File: src/rtl/lc3b_types.sv
// LC-3b shared types: opcodes, MEM sequencer states, lane enables.
// Imported by the MEM-stage sequencer and its byte-lane helper.
package lc3b_types;

  typedef enum logic [3:0] {
    op_br   = 4'b0000,
    op_add  = 4'b0001,
    op_ldb  = 4'b0010,
    op_stb  = 4'b0011,
    op_jsr  = 4'b0100,
    op_and  = 4'b0101,
    op_ldr  = 4'b0110,
    op_str  = 4'b0111,
    op_rti  = 4'b1000,
    op_not  = 4'b1001,
    op_ldi  = 4'b1010,
    op_sti  = 4'b1011,
    op_jmp  = 4'b1100,
    op_shf  = 4'b1101,
    op_lea  = 4'b1110,
    op_trap = 4'b1111
  } lc3b_opcode;

  typedef enum logic [1:0] {
    S_IDLE,
    S_IND,
    S_ACCESS,
    S_DONE
  } mas_state_t;

  localparam logic [1:0] BE_NONE = 2'b00;
  localparam logic [1:0] BE_LO   = 2'b01;
  localparam logic [1:0] BE_HI   = 2'b10;
  localparam logic [1:0] BE_WORD = 2'b11;

endpackage

File: src/rtl/mem_byte_lane.sv
// Byte-lane helper: lane enables, STB replication, LDB sign extension.
// Ports: i_byte/i_addr0 select lane; i_store_data/i_rdata in; o_be/o_wdata/o_ldb out.
module mem_byte_lane
  import lc3b_types::*;
#(
  parameter int WIDTH = 16
) (
  input  logic             i_byte,
  input  logic             i_addr0,
  input  logic [WIDTH-1:0] i_store_data,
  input  logic [WIDTH-1:0] i_rdata,
  output logic [1:0]       o_be,
  output logic [WIDTH-1:0] o_wdata,
  output logic [WIDTH-1:0] o_ldb
);

  logic [7:0] w_byte;

  assign o_be = !i_byte ? BE_WORD :
                (i_addr0 ? BE_HI : BE_LO);

  assign w_byte = i_addr0 ? i_rdata[15:8]
                          : i_rdata[7:0];

  assign o_ldb = {{(WIDTH-8){w_byte[7]}}, w_byte};

  // STB drives the byte on both lanes; be picks one
  assign o_wdata = i_byte ?
    {(WIDTH/8){i_store_data[7:0]}} : i_store_data;

endmodule

File: src/rtl/mem_access_sequencer.sv
// MEM-stage sequencer: LDR/LDB/LDI/STR/STB/STI/TRAP data-memory accesses.
// Ports: EX/MEM control in, dmem request/response, stall, load_data, done.
module mem_access_sequencer
  import lc3b_types::*;
#(
  parameter int WIDTH = 16
) (
  input  logic             clk,
  input  logic             reset,
  input  logic             valid_in,
  input  logic [3:0]       opcode,
  input  logic             mem_read_in,
  input  logic             mem_write_in,
  input  logic [WIDTH-1:0] address_in,
  input  logic [WIDTH-1:0] store_data,
  output logic [WIDTH-1:0] dmem_address,
  output logic             dmem_read,
  output logic             dmem_write,
  output logic [1:0]       dmem_byte_enable,
  output logic [WIDTH-1:0] dmem_wdata,
  input  logic [WIDTH-1:0] dmem_rdata,
  input  logic             dmem_resp,
  output logic             stall,
  output logic [WIDTH-1:0] load_data,
  output logic             done
);

  mas_state_t       r_state;
  lc3b_opcode       r_op;
  logic             r_mw;
  logic [WIDTH-1:0] r_addr;
  logic [WIDTH-1:0] r_sd;
  logic [WIDTH-1:0] r_ptr;
  logic [WIDTH-1:0] r_load;
  logic             r_done;

  lc3b_opcode       w_op_in;
  logic             w_mem_op;
  logic             w_ind_in;
  logic             w_ind;
  logic             w_byte;
  logic             w_known;
  logic             w_wr;
  logic [WIDTH-1:0] w_base;
  logic [WIDTH-1:0] w_acc_addr;
  logic [1:0]       w_be;
  logic [WIDTH-1:0] w_wdata;
  logic [WIDTH-1:0] w_ldb;

  assign w_op_in  = lc3b_opcode'(opcode);
  assign w_ind_in = (w_op_in == op_ldi) ||
                    (w_op_in == op_sti);
  assign w_mem_op = valid_in &
    (mem_read_in | mem_write_in | w_ind_in |
     (w_op_in == op_trap));

  assign w_ind  = (r_op == op_ldi) || (r_op == op_sti);
  assign w_byte = (r_op == op_ldb) || (r_op == op_stb);
  assign w_known = w_ind || w_byte ||
                   (r_op == op_ldr) || (r_op == op_str) ||
                   (r_op == op_trap);
  // unknown opcodes fall back to the decoder's write flag
  assign w_wr = (r_op == op_str) || (r_op == op_stb) ||
                (r_op == op_sti) || (!w_known && r_mw);

  assign w_base     = w_ind ? r_ptr : r_addr;
  assign w_acc_addr = w_byte ? w_base
                             : {w_base[WIDTH-1:1], 1'b0};

  mem_byte_lane #(.WIDTH(WIDTH)) u_lane (
    .i_byte       (w_byte),
    .i_addr0      (w_acc_addr[0]),
    .i_store_data (r_sd),
    .i_rdata      (dmem_rdata),
    .o_be         (w_be),
    .o_wdata      (w_wdata),
    .o_ldb        (w_ldb)
  );

  // requests decode from state only, so reset drops them at once
  always_comb begin
    dmem_read        = 1'b0;
    dmem_write       = 1'b0;
    dmem_address     = '0;
    dmem_byte_enable = BE_NONE;
    dmem_wdata       = '0;
    stall            = 1'b0;
    unique case (r_state)
      S_IDLE: stall = w_mem_op;
      S_IND: begin
        dmem_read        = 1'b1;
        dmem_address     = {r_addr[WIDTH-1:1], 1'b0};
        dmem_byte_enable = BE_WORD;
        stall            = 1'b1;
      end
      S_ACCESS: begin
        dmem_read        = !w_wr;
        dmem_write       = w_wr;
        dmem_address     = w_acc_addr;
        dmem_byte_enable = w_be;
        dmem_wdata       = w_wr ? w_wdata : '0;
        stall            = 1'b1;
      end
      default: ;
    endcase
  end

  always_ff @(posedge clk or posedge reset) begin
    if (reset) begin
      r_state <= S_IDLE;
      r_op    <= op_br;
      r_mw    <= 1'b0;
      r_addr  <= '0;
      r_sd    <= '0;
      r_ptr   <= '0;
      r_load  <= '0;
      r_done  <= 1'b0;
    end else begin
      r_done <= 1'b0;
      unique case (r_state)
        S_IDLE: begin
          if (w_mem_op) begin
            r_op    <= w_op_in;
            r_mw    <= mem_write_in;
            r_addr  <= address_in;
            r_sd    <= store_data;
            r_state <= w_ind_in ? S_IND : S_ACCESS;
          end
        end
        S_IND: begin
          if (dmem_resp) begin
            r_ptr   <= dmem_rdata;
            r_state <= S_ACCESS;
          end
        end
        S_ACCESS: begin
          if (dmem_resp) begin
            if (!w_wr)
              r_load <= w_byte ? w_ldb : dmem_rdata;
            r_done  <= 1'b1;
            r_state <= S_DONE;
          end
        end
        S_DONE:  r_state <= S_IDLE;
        default: r_state <= S_IDLE;
      endcase
    end
  end

  assign load_data = r_load;
  assign done      = r_done;

endmodule

File: config.mk
export PLATFORM = sky130hd
export DESIGN_NAME = mem_access_sequencer
export DESIGN_NICKNAME = d
export VERILOG_FILES = /design/src/rtl/lc3b_types.sv /design/src/rtl/mem_byte_lane.sv /design/src/rtl/mem_access_sequencer.sv
export SDC_FILE = /design/constraint.sdc
export NUM_CORES = 1
export LEC_CHECK = 0
export CORE_ASPECT_RATIO = 1.25
export CORE_MARGIN = 5
export CORE_UTILIZATION = 46
export CTS_CLUSTER_SIZE = 28
export DETAILED_ROUTE_END_ITERATION = 10
export GPL_TIMING_DRIVEN = 0
export PLACE_DENSITY = 0.86
export SLEW_MARGIN = 20
export SYNTH_ARGS = -nofsm -noshare
export SYNTH_HDL_FRONTEND = slang
export SYNTH_SLANG_ARGS = --single-unit
File: constraint.sdc
create_clock -name clk -period 2.2 [get_ports clk]
set_input_delay 0.22 -clock clk [delete_from_list [all_inputs] [get_ports clk]]
set_output_delay 0.22 -clock clk [all_outputs]
set_load 0.005 [all_outputs]
==> results.toml <==
[setup_path]
r2r_cells = 7
setup.worst_path.end_class = "output pin"
r2r-end = "load_data[1]$_DFFE_PP0P_"
setup.worst_path.start = "r_op[2]$_DFFE_PP0P_"
cp.depth = 6
cp_top_family = "flip-flops"
path_common_cell = "buf_6"
cp_max_fo = 5
r2r_start = "r_op[2]$_DFFE_PP0P_"
cpPeakStageDelay_ps = 440
path_cells = "and4b_1, a311o_1, buf_6, buf_6, and3_1, buf_2"
crit_slowest_cell = "dfrtp_2"
r2r_setup_slack_ps = 60
worstPathRequired_ps = 1980
worstSetupStartpointType = "register"
crit_arrival_ps = 1940
path_buf_inv = 3
crit_type = "register to output pin"
cp-endpoint = "dmem_wdata[5]"

[logic_synthesis]
seq_area_frac_synth_pct = 52.0
syn_nets = 338
synth_area_sq_um = 3420
synth_top_area_cell = "dfrtp_1"
ys.flop_type = "dfrtp_1"
yosys-top-cells-area = "dfrtp_1 (52%), mux2_2 (21%), a22o_1 (3.8%), nand2_1 (2.7%), a21oi_1 (2.5%)"
synth_top_area_share_pct = 52.0
synth_cell_type_count = 35
synth_cells = 276
postSynthAreaPerCell_sq_um = 12.4
synth_edf_count = 0
ys_ff_latch = 71
async_reset_ff_share_pct = 100
yosysWarnings = 0

[floorplanning]
core_area_sq_um = 7310
dieHeight_um = 106
chipWidth_um = 87.1
start_util_pct = 46.7
placementRows = 35
dieArea_sq_um = 9270
ios = 112

[place]
gp_congestion = 0.802
hpwl_um = 6600
portBuffers = 111
placed_cell_area_sq_um = 4670
placed_cells = 480

[timing]
worst_slew_pin_slew_ps = 843
hold_violations = 0
relSlewSlack_pct = 42.4
finClkSkew_ps = 9.72
drv_slew = 0
rsz0062_at_grt = "yes"
min_period_over_period_pct = 98.1
setup_viol = 0
period_needed_ps = 2160
fmax_mhz = 463

[final_layout]
diodes = 0
instances_no_fill = 523
fin_area_sq_um = 5130
layout-drive-gt1-share_pct = 39.2
fin_util_pct = 70.1
nets = 490
syn_to_final_growth_pct = 50.0

[power]
p_total_mw = 7.21
power-per-cell-area_nw_per_um2 = 1410
vdd_ir_drop_max_uv = 741
p_leak_nw = 2.35

[grt]
grt-ovfl-total = 0
grt_usage_pct = 21.0
antenna_found_initial = 0
grt_max_degree = 49
grt_pass1_wl_um = 15100
grt_pass1_vias = 2975

[job]
cap_viol_max_count = 0

[route]
drtPass1Iterations = 4
drtIter0Drc = 71
drc = 0
wl_per_cell_um = 18.2
avgViaCountPerCell = 5.32
routed-via-count = 2784
ant_nets = 0
wl_um = 9500

[worst_hold_path]
min-delay-path-class = "input pin to asynchronous set/reset pin"

[clocking]
cts_max_level = 3
clkLatencyLatePin_ps = 330
cts_tree = "built"
clk_pin_slew_ps = 70
cts_root_buf = "clkbuf_8"
clkSinkCount = 71
cts_max_path_buffers = 2
cts_made_buffers = 9

[outcome]
status = "finished, final reports clean"
## cell usage in the layout (no fill, tap or decap), drive strengths merged, types with 2 or more instances in the layout
| cell type | n |
|---|---|
| nor2 | 9 |
| clkbuf | 27 |
| a21oi | 17 |
| ha | 4 |
| o21ai | 2 |
| nor2b | 3 |
| dfrtp | 71 |
| nand3 | 2 |
| nand2 | 27 |
| mux2 | 69 |
| clkdlybuf4s15 | 5 |
| inv | 15 |
| dlygate4sd2 | 10 |
| a22o | 15 |
| buf | 47 |
| clkdlybuf4s50 | 76 |
| and3 | 8 |
| mux2i | 8 |
## Yosys cell counts, drive strengths merged (2+ instances only)
| cell | number |
|---|---|
| dfrtp | 71 |
| mux2 | 69 |
| nand2 | 26 |
| a21oi | 17 |
| a22o | 15 |
| inv | 15 |
| nor2 | 9 |
| and3 | 8 |
| mux2i | 8 |
| buf | 7 |
| clkbuf | 5 |
| ha | 4 |
| nor2b | 3 |
| nand3 | 2 |
| o21ai | 2 |
## stage by stage
stage	setup slack, ps	hold WS [ps]	TNS (ps)
after CTS	-61.4	205	-225
after global placement	-1000	489	-78620
after global routing	-23.3	229	-193
after floorplan	183	367	0
after detailed placement	-656	496	-8950
final	41.8	214	0
## state kept, by name (all words and copies together), names as in the netlist
signal	flops
r_op	4
r_mw	1
r_ptr	15
r_state	2
done	1
load_data	16
r_addr	16
r_sd	16
## where the power goes
group / total, mW / switching [mW] / internal [mW] / leakage [nW]
combinational: 3.91 / 1.61 / 2.30 / 1.43
clock: 0.894 / 0.436 / 0.458 / 0.0854
sequential: 2.41 / 0.424 / 1.98 / 0.839
total: 7.21 / 2.47 / 4.74 / 2.35
## logic make-up after synthesis
family / after synthesis / synth area share [%]
compound gates: 42 / 8.68
fa+ha+maj: 4 / 1.46
buf+inv: 27 / 3.51
flops: 71 / 52.0
mux: 77 / 25.5
simple gates: 55 / 8.86
## cell type report
cell class                 count  area (sq um)
buffer                        12           129
clock buffer                  13           159
clock inverter                 1          5.00
fill                         544          2190
inverter                      15          58.8
multi-input combinational    179          1620
sequential                    71          1780
tap                           92           115
timing repair buffer         140          1260
## worst register-to-register path, cell delays in order, from the launching register on
cell and delay [ps]:
dfrtp_2 440, and4b_1 200, a311o_1 400, buf_4 170, buf_4 140, nor2_8 170
buf_8 190, mux2_4 310
## what timing repair did
action,CTS,global route
endpoints found under the setup margin,37,31
cloned,3,0
pin swaps,7,8
resized for setup,113,34
hold buffers,0,0
setup buffers,22,5
## worst min-delay path by stage
stage | end | slack, ps | startpoint | cells after the start
6_report | r_sd[10]$_DFFE_PP0P_ | 210 | reset | 2
5_1_grt | r_sd[10]$_DFFE_PP0P_ | 230 | reset | 2
4_1_cts | r_sd[10]$_DFFE_PP0P_ | 210 | reset | 2
3_5_place_dp | r_sd[13]$_DFFE_PP0P_ | 500 | r_sd[13]$_DFFE_PP0P_ | 1
3_3_place_gp | r_sd[15]$_DFFE_PP0P_ | 490 | r_sd[15]$_DFFE_PP0P_ | 1
2_1_floorplan | r_mw$_DFFE_PP0P_ | 370 | mem_write_in | 2
## routing by layer
metal | global-route usage [%] | vias up | routed length, um
met5 | 0 | - | 0
met4 | 7.02 | 0 | 160
met3 | 4.50 | 16 | 595
met2 | 36.0 | 102 | 5070
met1 | 25.8 | 1378 | 3680
li1 | - | 1288 | -
No activity file was read; power rests on OpenSTA's default activity.
